===== config.mk =====
export PLATFORM = sky130hd
export DESIGN_NAME = reg_dump_uart_tx_flat
export DESIGN_NICKNAME = d
export VERILOG_FILES = /design/src/rtl/reg_dump_uart_tx_if.sv /design/src/rtl/reg_dump_uart_tx.sv /design/src/flat_wrapper.sv
export SDC_FILE = /design/constraint.sdc
export NUM_CORES = 1
export LEC_CHECK = 0
export CAP_MARGIN = 5
export CELL_PAD_IN_SITES_DETAIL_PLACEMENT = 1
export CELL_PAD_IN_SITES_GLOBAL_PLACEMENT = 1
export CORE_ASPECT_RATIO = 0.6
export CORE_MARGIN = 2
export CORE_UTILIZATION = 30
export DETAILED_ROUTE_END_ITERATION = 7
export GPL_TIMING_DRIVEN = 0
export PLACE_DENSITY_LB_ADDON = 0.1
export SLEW_MARGIN = 15
export SYNTH_ARGS = -nofsm -noshare
export SYNTH_HDL_FRONTEND = slang
export SYNTH_SLANG_ARGS = --single-unit

===== constraint.sdc =====
create_clock -name clk -period 4.5 [get_ports clk]
set_input_delay 0.9 -clock clk [delete_from_list [all_inputs] [get_ports clk]]
set_output_delay 0.9 -clock clk [all_outputs]
set_load 0.01 [all_outputs]

===== src/rtl/reg_dump_uart_tx_if.sv =====
// ---------------------------------------------------------------------------
// reg_dump_uart_tx_if
//   Signal bundle for the register-dump UART transmitter.
//   start : request a dump (sampled only while the transmitter is idle)
//   ra    : read address presented to the register bank
//   rd    : byte returned by the bank, combinational from ra
//   tx    : UART serial line (8N1, LSB first), idles high
//   busy  : transmitter is walking the bank
//   done  : one-cycle pulse after the final stop bit of a dump
//   Modports: slave = transmitter view, master = controller/bank view.
// ---------------------------------------------------------------------------
interface reg_dump_uart_tx_if #(
  parameter int ADDR_W = 5
) ();
  logic              start;
  logic [ADDR_W-1:0] ra;
  logic [7:0]        rd;
  logic              tx;
  logic              busy;
  logic              done;

  modport slave (
    input  start,
    input  rd,
    output ra,
    output tx,
    output busy,
    output done
  );

  modport master (
    output start,
    output rd,
    input  ra,
    input  tx,
    input  busy,
    input  done
  );
endinterface


===== src/rtl/reg_dump_uart_tx.sv =====
// ---------------------------------------------------------------------------
// reg_dump_uart_tx
//   On a start request, sends header byte 0xA5 followed by registers
//   0..NUM_REGS-1 out of a UART TX line (8N1, LSB first). Each register is
//   read through a single combinational bank read port in its own FETCH
//   cycle, so writes committed before that cycle appear in the dump.
// Ports
//   clk  : rising-edge clock
//   rst  : synchronous reset, active-high
//   bus  : slave modport of reg_dump_uart_tx_if (start, ra, rd, tx, busy, done)
// Parameters
//   CLKS_PER_BIT : clk cycles per UART bit, must be >= 2
//   NUM_REGS     : number of registers dumped
//   ADDR_W       : bank read-address width
// ---------------------------------------------------------------------------
module reg_dump_uart_tx #(
  parameter int CLKS_PER_BIT = 434,
  parameter int NUM_REGS     = 8,
  parameter int ADDR_W       = 5
) (
  input  logic              clk,
  input  logic              rst,
  reg_dump_uart_tx_if.slave bus
);

  localparam int BAUD_W = (CLKS_PER_BIT > 1) ? $clog2(CLKS_PER_BIT) : 1;
  // One extra bit so the "all registers sent" value NUM_REGS is representable.
  localparam int IDX_W  = ADDR_W + 1;

  localparam logic [BAUD_W-1:0] BAUD_LAST = BAUD_W'(CLKS_PER_BIT - 1);
  localparam logic [IDX_W-1:0]  IDX_END   = IDX_W'(NUM_REGS);
  localparam logic [7:0]        HEADER    = 8'hA5;

  typedef enum logic [2:0] {
    S_IDLE,
    S_START,
    S_DATA,
    S_STOP,
    S_FETCH
  } state_t;

  state_t              r_state;
  logic [BAUD_W-1:0]   r_baud_cnt;
  logic [2:0]          r_bit_cnt;
  logic [7:0]          r_shift;
  logic [IDX_W-1:0]    r_idx;
  logic                r_done;

  state_t              w_state_nx;
  logic [BAUD_W-1:0]   w_baud_nx;
  logic [2:0]          w_bit_nx;
  logic [7:0]          w_shift_nx;
  logic [IDX_W-1:0]    w_idx_nx;
  logic                w_done_nx;
  logic                w_baud_end;
  logic                w_tx;

  assign w_baud_end = (r_baud_cnt == BAUD_LAST);

  // State and datapath registers
  always_ff @(posedge clk) begin
    if (rst) begin
      r_state    <= S_IDLE;
      r_baud_cnt <= '0;
      r_bit_cnt  <= '0;
      r_shift    <= '0;
      r_idx      <= '0;
      r_done     <= 1'b0;
    end else begin
      r_state    <= w_state_nx;
      r_baud_cnt <= w_baud_nx;
      r_bit_cnt  <= w_bit_nx;
      r_shift    <= w_shift_nx;
      r_idx      <= w_idx_nx;
      r_done     <= w_done_nx;
    end
  end

  // Next-state and datapath update
  always_comb begin
    w_state_nx = r_state;
    w_baud_nx  = r_baud_cnt;
    w_bit_nx   = r_bit_cnt;
    w_shift_nx = r_shift;
    w_idx_nx   = r_idx;
    w_done_nx  = 1'b0;

    unique case (r_state)
      S_IDLE: begin
        if (bus.start) begin
          w_shift_nx = HEADER;
          w_idx_nx   = '0;
          w_baud_nx  = '0;
          w_state_nx = S_START;
        end
      end

      S_START: begin
        if (w_baud_end) begin
          w_baud_nx  = '0;
          w_bit_nx   = '0;
          w_state_nx = S_DATA;
        end else begin
          w_baud_nx = r_baud_cnt + BAUD_W'(1);
        end
      end

      S_DATA: begin
        if (w_baud_end) begin
          w_baud_nx  = '0;
          w_shift_nx = {1'b0, r_shift[7:1]};
          w_bit_nx   = r_bit_cnt + 3'd1;
          if (r_bit_cnt == 3'd7) begin
            w_state_nx = S_STOP;
          end
        end else begin
          w_baud_nx = r_baud_cnt + BAUD_W'(1);
        end
      end

      S_STOP: begin
        if (w_baud_end) begin
          w_baud_nx = '0;
          if (r_idx == IDX_END) begin
            w_done_nx  = 1'b1;
            w_state_nx = S_IDLE;
          end else begin
            w_state_nx = S_FETCH;
          end
        end else begin
          w_baud_nx = r_baud_cnt + BAUD_W'(1);
        end
      end

      S_FETCH: begin
        // ra already carries idx; the bank answers combinationally this cycle.
        w_shift_nx = bus.rd;
        w_idx_nx   = r_idx + IDX_W'(1);
        w_baud_nx  = '0;
        w_state_nx = S_START;
      end

      default: begin
        w_state_nx = S_IDLE;
        w_baud_nx  = '0;
      end
    endcase
  end

  // Line level decoded purely from registered state
  always_comb begin
    w_tx = 1'b1;
    unique case (r_state)
      S_START: w_tx = 1'b0;
      S_DATA:  w_tx = r_shift[0];
      default: w_tx = 1'b1;
    endcase
  end

  assign bus.tx   = w_tx;
  assign bus.busy = (r_state != S_IDLE);
  assign bus.done = r_done;
  assign bus.ra   = r_idx[ADDR_W-1:0];

endmodule


===== src/flat_wrapper.sv =====
// flat-port wrapper written by rule: the top's interface ports become plain ports
module reg_dump_uart_tx_flat 
#(
  parameter int CLKS_PER_BIT = 434,
  parameter int NUM_REGS     = 8,
  parameter int ADDR_W       = 5
)
  (clk, rst, bus_start, bus_rd, bus_ra, bus_tx, bus_busy, bus_done);
  reg_dump_uart_tx_if #(.ADDR_W(ADDR_W)) bus_i ();
  input  logic clk;
  input  logic rst;
  input wire logic [$bits(bus_i.start)-1:0] bus_start;
  input wire logic [$bits(bus_i.rd)-1:0] bus_rd;
  output wire logic [$bits(bus_i.ra)-1:0] bus_ra;
  output wire logic [$bits(bus_i.tx)-1:0] bus_tx;
  output wire logic [$bits(bus_i.busy)-1:0] bus_busy;
  output wire logic [$bits(bus_i.done)-1:0] bus_done;
  assign bus_i.start = bus_start;
  assign bus_i.rd = bus_rd;
  assign bus_ra = bus_i.ra;
  assign bus_tx = bus_i.tx;
  assign bus_busy = bus_i.busy;
  assign bus_done = bus_i.done;
  reg_dump_uart_tx #(.CLKS_PER_BIT(CLKS_PER_BIT), .NUM_REGS(NUM_REGS), .ADDR_W(ADDR_W)) u_core (.clk(clk), .rst(rst), .bus(bus_i));
endmodule

==> impl_results.md <==
* Die width at around 100 um
* FILL cells at 630
* Vias post-DR at 1479
* Slew headroom at between 30% and 40%
* Starting Density at 31.84%
* Outcome: complete, no violations
* Antenna cells at 0
* Clock skew at 0.01226 ns
* Synthesized flop and latch total at 30
* Setup CP Type: reg -> out
* Critical path endpoint category: output port
* WL/cell at roughly 16 um
* Layout net count at 232
* DP HPWL at 3449 um
* DR iter-0 viols at 58
* Via/cell ratio at ~5.2
* IO Pins at 19
* Largest net degree at the start of global routing at 11
* Worst-path clk slew at 0.08 ns
* Mapped Cells at 190
* Global-route wire length before repair at 7610 um
* Die Ht at slightly above 60 um
* Warnings from Yosys at 0
* Initial antenna violation count at 0
* Pins Over Slew Limit at 0
* LEAKAGE at ~0.75 nW
* Syn avg cell area at 8.679 sq um
* Routed Antenna Nets at 0
* Worst vdd ir at roughly 0.11 mV
* Setup TNS at 0 ns
* Final WS setup at 1.436 ns
* Netlist Area Pre-Place at 0.001649 sq mm
* Row cnt at 20
* Post-synth top flop: dfxtp_1
* WL final at about 4600 um
* First drt pass iteration count at 4
* GRT Resource Usage Total at 16.41%
* Multi-input logic area at 923.4 sq um
* Area of the core at 0.005180 sq mm
* Final min period at 3.064 ns
* Fraction of registers with async set/reset at 0%
* Die Area at 0.006125 sq mm
* Crit path cell chain: clkbuf_1 > xor2_1 > nand2b_1 > a31o_2 > clkdlybuf4s50_1
* Max Freq at about 330 MHz
* Final setup fails at 0
* Clk_lat worst skew at 0.28 ns
* FF/Latch Area at 600.6 sq um
* Worst EP arrival at 2.16 ns
* Layout cells sized above 1 at 11.11%
* Period utilisation layout at a little under 70%
* Dpl ws at ~1.6 ns
* Post-CTS resize count at 0
* CP max FO at 10
* Slew at the pin with the worst max-slew slack at 0.9407 ns
* Pwr dens at 370.0 mW/mm^2
* Post-synth EDFFs at 0
* Routability Congestion at 0.7823
* Vias in the first global route at about 1.5k
* Post-synth cell types at 52
* Crit path max-delay family: buffers and inverters
* CTS Buf Count at 5
* Syn nets at roughly 210
* Critical Path Slowest Stage Cell: clkdlybuf4s50_1
* Part of the Yosys area used for sequential elements at between 30% and 40%
* H-Tree Level Count at 2
* Hold_buf cts at 0
* Final Hold Vio Count at 0
* Area grow syn2layout at 22.61%
* PortBufs at 18
* Drt drc at 0
* CTS Buffer Depth at 2
* Total of max-cap violations at 0
* Worst EP required at 3.60 ns
* Hold Path Class: reg -> reg
* RSZ-0062 raised after global routing: false
* Worst path max stage delay at 0.47 ns
* CTS Sinks at 30
* Tot Pwr at between 700 and 800 uW
* CTS root buf: clkbuf_8
* CTS tree: yes
* Postcts setup bufs at 0
* Startpoint types: register
* WP buf/inv at 2
* GR Overflow Total at 0
[logic make-up after synthesis]
group / after synthesis / share of synthesized area, %
simple gates: 80 / 28.00
xor+xnor: 9 / 4.780
fa+ha+maj: 6 / 4.552
buf+inv: 24 / 7.587
flops: 30 / 36.42
mux: 3 / 1.821
compound gates: 38 / 16.84
[through the flow]
stage          utilization (%)  hold slack, ns  instances  area (sq um)
2_1_floorplan                -          0.4423        190          1649
4_1_cts                  39.03          0.4698        282          2022
3_5_place_dp             36.91          0.4579        274          1912
6_report                 39.03          0.4677        282          2022
3_3_place_gp             36.91          0.4558        274          1912
5_1_grt                  39.03          0.4902        282          2022
[power by group]
part | leakage (nW) | switching (mW) | internal, mW
registers | 0.243 | 0.0150 | 0.282
clock network | 0.0575 | 0.107 | 0.155
logic | 0.451 | 0.118 | 0.0711
[path summary, 6_finish.rpt]
kind | slack [ns] | start | cells after the start | to
min | 0.47 | u_core.r_shift[4] | 2 | u_core.r_shift[4]
max reg2reg | 2.46 | u_core.r_state[2] | 4 | u_core.r_shift[6]
max | 1.44 | u_core.r_state[0] | 5 | bus_tx
min reg2reg | 0.47 | u_core.r_shift[4] | 2 | u_core.r_shift[4]
[worst register-to-register path, stage by stage, from the launching register on]
cell and delay [ns]:
dfxtp_1 0.39, nor4_1 0.84, nor2_1 0.31, o211ai_1 0.28
o21ai_1 0.10
[Yosys cell counts (3+ instances only)]
cell | count | share of area, %
nand2b_1 | 7 | 2.7
o211ai_1 | 4 | 1.8
o21ai_1 | 3 | 0.91
nor4_1 | 3 | 1.1
nor2_1 | 23 | 5.2
o21ai_0 | 5 | 1.5
nand3_1 | 6 | 1.8
clkbuf_1 | 7 | 1.6
dfxtp_1 | 30 | 36
ha_1 | 6 | 4.6
nand4_1 | 6 | 2.3
mux2i_1 | 3 | 1.8
inv_1 | 9 | 2.0
a21oi_1 | 7 | 2.1
buf_4 | 5 | 2.3
nor2b_1 | 3 | 1.1
and4_1 | 3 | 1.6
nand2_1 | 6 | 1.4
a22o_1 | 4 | 2.1
and2_1 | 3 | 1.1
xor2_1 | 8 | 4.2
[cells in the final DEF, fill, tap and decap left out, drive strengths merged, types with 6 or more instances in the layout]
cell type      instances
buf                    8
clkbuf                15
nand3                  6
nor2                  24
xor2                   8
inv                    9
clkdlybuf4s50         18
nand2b                 7
dfxtp                 30
o21ai                  8
nand4                  6
a21oi                  7
nand2                  8
ha                     6
[layout make-up]
class / instances / area share (%)
Buffer: 15 / 4.517
Clock buffer: 8 / 5.446
Inverter: 9 / 1.671
Multi-Input combinational cell: 136 / 45.67
Sequential cell: 30 / 29.70
Tap cell: 66 / 4.084
Timing Repair Buffer: 18 / 8.911
[layer usage]
layer  global-route usage [%]  wire (um)  share of wire (%)
met1                    22.67       2439                 53
met5                        0          0                  0
met4                    4.110         24               0.52
met2                    26.45       2012                 44
met3                    3.859        148                3.2
[registers in the layout, summed over array words and instances (netlist names)]
signal,cells
u_core.r_bit_cnt,3
u_core.r_state,3
u_core.bus.done,1
u_core.r_idx,6
u_core.r_shift,8
u_core.r_baud_cnt,9
No activity file was read; power rests on OpenSTA's default activity.
==> RTL change 1, RTL diff (config.mk and constraints unchanged) <==
`CLKS_PER_BIT` is set to 434 in 2 places; all go to 217.
--- a/src/rtl/reg_dump_uart_tx.sv
+++ b/src/rtl/reg_dump_uart_tx.sv
@@ -14,7 +14,7 @@
 //   ADDR_W       : bank read-address width
 // ---------------------------------------------------------------------------
 module reg_dump_uart_tx #(
-  parameter int CLKS_PER_BIT = 434,
+  parameter int CLKS_PER_BIT = 217,
   parameter int NUM_REGS     = 8,
   parameter int ADDR_W       = 5
 ) (
--- a/src/flat_wrapper.sv
+++ b/src/flat_wrapper.sv
@@ -1,7 +1,7 @@
 // flat-port wrapper written by rule: the top's interface ports become plain ports
 module reg_dump_uart_tx_flat 
 #(
-  parameter int CLKS_PER_BIT = 434,
+  parameter int CLKS_PER_BIT = 217,
   parameter int NUM_REGS     = 8,
   parameter int ADDR_W       = 5
 )
Function: no difference found for any inputs over 10 cycles, from zero or initial values and one cycle with rst high; that may be too few to reach the edited logic, so the function may still have changed.
==> RTL change 1 against the unedited design <==
- critical endpoint unchanged
- sequential cell count fell by 1
- design area fell by 5.1%
- setup slack got worse by 18 ps
- non-clock buffer count rose by 4
- clock skew fell by 10 ps
- largest cell class unchanged
- synthesized area fell by 4.9%
- wire length fell by 2.4%
- worst hold slack improved by 4.2 ps
Power is not compared: it rests on default switching activity, and its combinational part moved more than twofold at a synthesized area within 25%.
==> RTL change 1: results (changes against the unedited design) <==
Status: finished clean
Sequential area share after synthesis: 37.0% (+0.58 points)
Reg2Reg Depth: 7 (+3)
Vias in the first global route: 1459 (-4.5%)
Routed wl met3: 130 um (-12%)
WL met2: 1.89 mm (-6.0%)
Reg-to-reg slack, setup: 2660 ps (+200 ps)
Total track usage: 16.8% (+0.41 points)
First-pass GRT wire length: 7.54 mm (-0.91%)
Clock-pin slew on the worst setup and hold paths: 60 ps (-20 ps)
Grt met1 use: 23.6% (+0.89 points)
Post-synthesis mux area share: 2.63% (+0.81 points)
Routed met1 length: 2.46 mm (+0.90%)
Commonest cells in the netlist: dfxtp_1 (29), nor2_1 (29), nor3_1 (9)
Hold Crit Start: u_core.r_shift[3]
GPL Wtd Cong: 0.815 (+4.2%)
Initial drt markers: 75 (+29%)
Area contributors post-synth: dfxtp_1 (37%), nor2_1 (6.9%), ha_1 (4.8%)
Ratio of cells with drive above 1 in the final layout: 10.7% (-0.36 points)
M3 GR Usage: 3.98% (+0.12 points)
FF-to-FF End: u_core.r_baud_cnt[6]
Critical path arrival: 2180 ps (+20 ps)
Wire length per cell: 16.1 um (-1.7%)
Drt via density: 5.20 (-0.85%)
Synth Area in Adders: 4.78% (+0.23 points)
Hold Path End: u_core.r_shift[3]
Half-perimeter wire length after placement: 3.41 mm (-1.1%)
Synth Area in XOR/XNOR: 3.35% (-1.4 points)
## RTL change 1: cell count changes in the layout (fill, tap and decap cells not counted), moves of 4 or more
cell / before / now
nor4_1: 3 / 7
nor2_1: 23 / 29
a22o_1: 4 / 0
a211o_1: 0 / 5
buf_2: 1 / 5
nor3_1: 2 / 9
o211ai_1: 4 / 0
a22oi_1: 2 / 8
nand2b_1: 7 / 1
## RTL change 1: kinds of logic (layout without fill, tap and decap cells)
kind of cell / after synthesis / after routing
AO/OA/AOI/OAI: 33 / 33
multiplexers: 4 / 4
flip-flops: 29 / 29
XOR/XNOR: 6 / 6
adder cells (fa/ha/maj): 6 / 6
buffers and inverters: 25 / 50
AND/OR/NAND/NOR: 86 / 86
## RTL change 1: cell type report
| type | count | area [sq um] |
|---|---|---|
| inverter | 6 | 22.5 |
| clock buffer | 7 | 86.3 |
| sequential | 29 | 581 |
| multi-input combinational | 135 | 851 |
| buffer | 19 | 115 |
| timing repair buffer | 18 | 180 |
| fill | 623 | 3140 |
| tap | 66 | 82.6 |
## RTL change 1: per-stage QoR
| step | power, mW | cell area (sq um) | setup slack [ps] | instances | hold WS (ps) |
|---|---|---|---|---|---|
| finish | 0.542 | 1920 | 1420 | 280 | 472 |
| global route | 0.567 | 1920 | 1280 | 280 | 496 |
| CTS | 0.546 | 1920 | 1430 | 280 | 473 |
| detailed placement | 0.328 | 1830 | 1750 | 273 | 464 |
| global placement | 0.325 | 1830 | 1820 | 273 | 452 |
| floorplan | 0.302 | 1570 | 2470 | 189 | 443 |
## RTL change 1: critical path, cell delays in order (launching register included)
cell and delay, ps:
dfxtp_1 350, buf_2 230, buf_1 430, nor3b_1 90, o21ai_0 230, clkdlybuf4s50_1 580
==> RTL change 2, RTL diff (same settings) <==
Made on the original files. Reset style: asynchronous (`rst`), changed in one clocked block. Comments in the files are not updated.
--- a/src/rtl/reg_dump_uart_tx.sv
+++ b/src/rtl/reg_dump_uart_tx.sv
@@ -58,7 +58,7 @@
   assign w_baud_end = (r_baud_cnt == BAUD_LAST);
 
   // State and datapath registers
-  always_ff @(posedge clk) begin
+  always_ff @(posedge clk or posedge rst) begin
     if (rst) begin
       r_state    <= S_IDLE;
       r_baud_cnt <= '0;
Check against the original RTL: differs if rst is asserted again (counterexample within 4 cycles, from zero or initial values and one cycle with rst high); with rst held inactive, the same outputs for 10 cycles.
==> RTL change 2 against the unedited design <==
- synthesized area grew 4.2%
- die area grew 3.9%
- sequential cell count is the same
- design area grew 4.3%
- critical path depth shrank 2
- setup slack gained 370 ps
- wire length shrank 4.1%
- global-route usage shrank 0.74 points
Power is not compared: it rests on default switching activity, and its combinational part moved more than twofold at a synthesized area within 25%.
==> RTL change 2: results (changes against the unedited design) <==
Status: finished clean
Placed cell area: 0.00200 sq mm (+4.5%)
Non-clk invs: 7 (-2)
Core Rows: 21 (+5.0%)
GPL Wtd Cong: 0.733 (-6.3%)
First-pass GRT wire length: 7.78 mm (+2.3%)
Library cells used by synthesis: 47 (-9.6%)
DP Cell Count: 277 (+1.1%)
Critical-path top delay cell: clkdlybuf4s50_1
Crit path largest cell delay: 490 ps (+20 ps)
Synth Area in Adders: 4.37% (-0.18 points)
Wire length per cell: 15.6 um (-5.1%)
Post-Syn Nets: 196 (-5.3%)
Register area: 751 sq um (+25%)
Largest net degree at the start of global routing: 31 (+20)
Number of fill cells: 656 (+4.1%)
Leakage: 0.906 nW
Final net count: 221 (-4.7%)
Total design power: 0.555 mW
Buffers excl. clock: 30 (-9.1%)
CTS Buf Count: 5 (unchanged)
Post-synthesis mux area share: 1.24% (-0.58 points)
Vias in the first global route: 1497 (-2.0%)
Ratio of cells with drive above 1 in the final layout: 18.5% (+7.4 points)
Synth Area in XOR/XNOR: 2.55% (-2.2 points)
Worst slew margin: 54.1% (+17 points)
Clk_lat worst skew: 280 ps (about the same)
Sequential power share: 48.9%
Dpl ws: 1980 ps (+342 ps)
Commonest cells in the netlist: dfrtp_1 (30), nor2_1 (21), nand2_1 (16), a31oi_1 (8)
Post-cts repair resize count: 0 (unchanged)
Half-perimeter wire length after placement: 3.22 mm (-6.6%)
Via count: 1401 (-5.3%)
CLK BUF: 8 (unchanged)
Area contributors post-synth: dfrtp_1 (44%), nor2_1 (4.6%), ha_1 (4.4%)
Total track usage: 15.7% (-0.74 points)
Multi-In Gates: 130 (-4.4%)
Layout clock area frac: 5.22% (-0.22 points)
Routed wire length: 4.44 mm (-4.1%)
Syn_area_per_cell: 9.60 sq um (+11%)
Async set or reset register ratio after synthesis: 100% (+100 points)
Clock-pin slew on the worst setup and hold paths: 70 ps
Antenna violations before repair: 0 (unchanged)
Sequential area share after synthesis: 43.7% (+7.3 points)
Fin area: 0.00211 sq mm (+4.3%)
Synthesis Warnings: 0 (unchanged)
Buffering overhead: 12.9% (-0.55 points)
Multi-input logic area: 850 sq um (-8.0%)
Final clock skew: 3.59 ps (-8.67 ps)
Critical path arrival: 1790 ps (-370 ps)
Initial drt markers: 74 (+28%)
CP delay by family, top: buffers and inverters
Post-synthesis compound-gate area fraction: 17.6% (+0.78 points)
Worst hold path class: register to register
Max VDD drop: 0.0916 mV
Worst Path Max Fanout: 10 (unchanged)
[RTL change 2: cell count changes in the layout (fill, tap and decap cells not counted), sizes merged, moves of 4 or more]
cell	change
a31oi	+7
a22oi	+5
nand2	+8
dfxtp	-30
xor2	-5
buf	+4
clkbuf	-7
dfrtp	+30
[RTL change 2: final timing paths]
check,from,cells after the start,endpoint,slack (ps)
min in group asynchronous,rst,2,u_core.r_idx[4],1040
worst max-delay path,u_core.r_state[0],3,bus_busy,1810
worst min-delay path,u_core.r_baud_cnt[8],1,u_core.r_baud_cnt[8],500
worst min register to register,u_core.r_baud_cnt[8],1,u_core.r_baud_cnt[8],500
worst max register to register,u_core.r_baud_cnt[0],7,u_core.r_baud_cnt[5],2610
max in group asynchronous,rst,2,u_core.r_baud_cnt[5],3010
[RTL change 2: metal layers]
metal	up-vias	routed length, um	GRT usage [%]
met2	19	1890	21.8
li1	684	-	-
met5	-	0	0
met3	2	134	3.36
met1	696	2380	24.3
met4	0	27	4.05
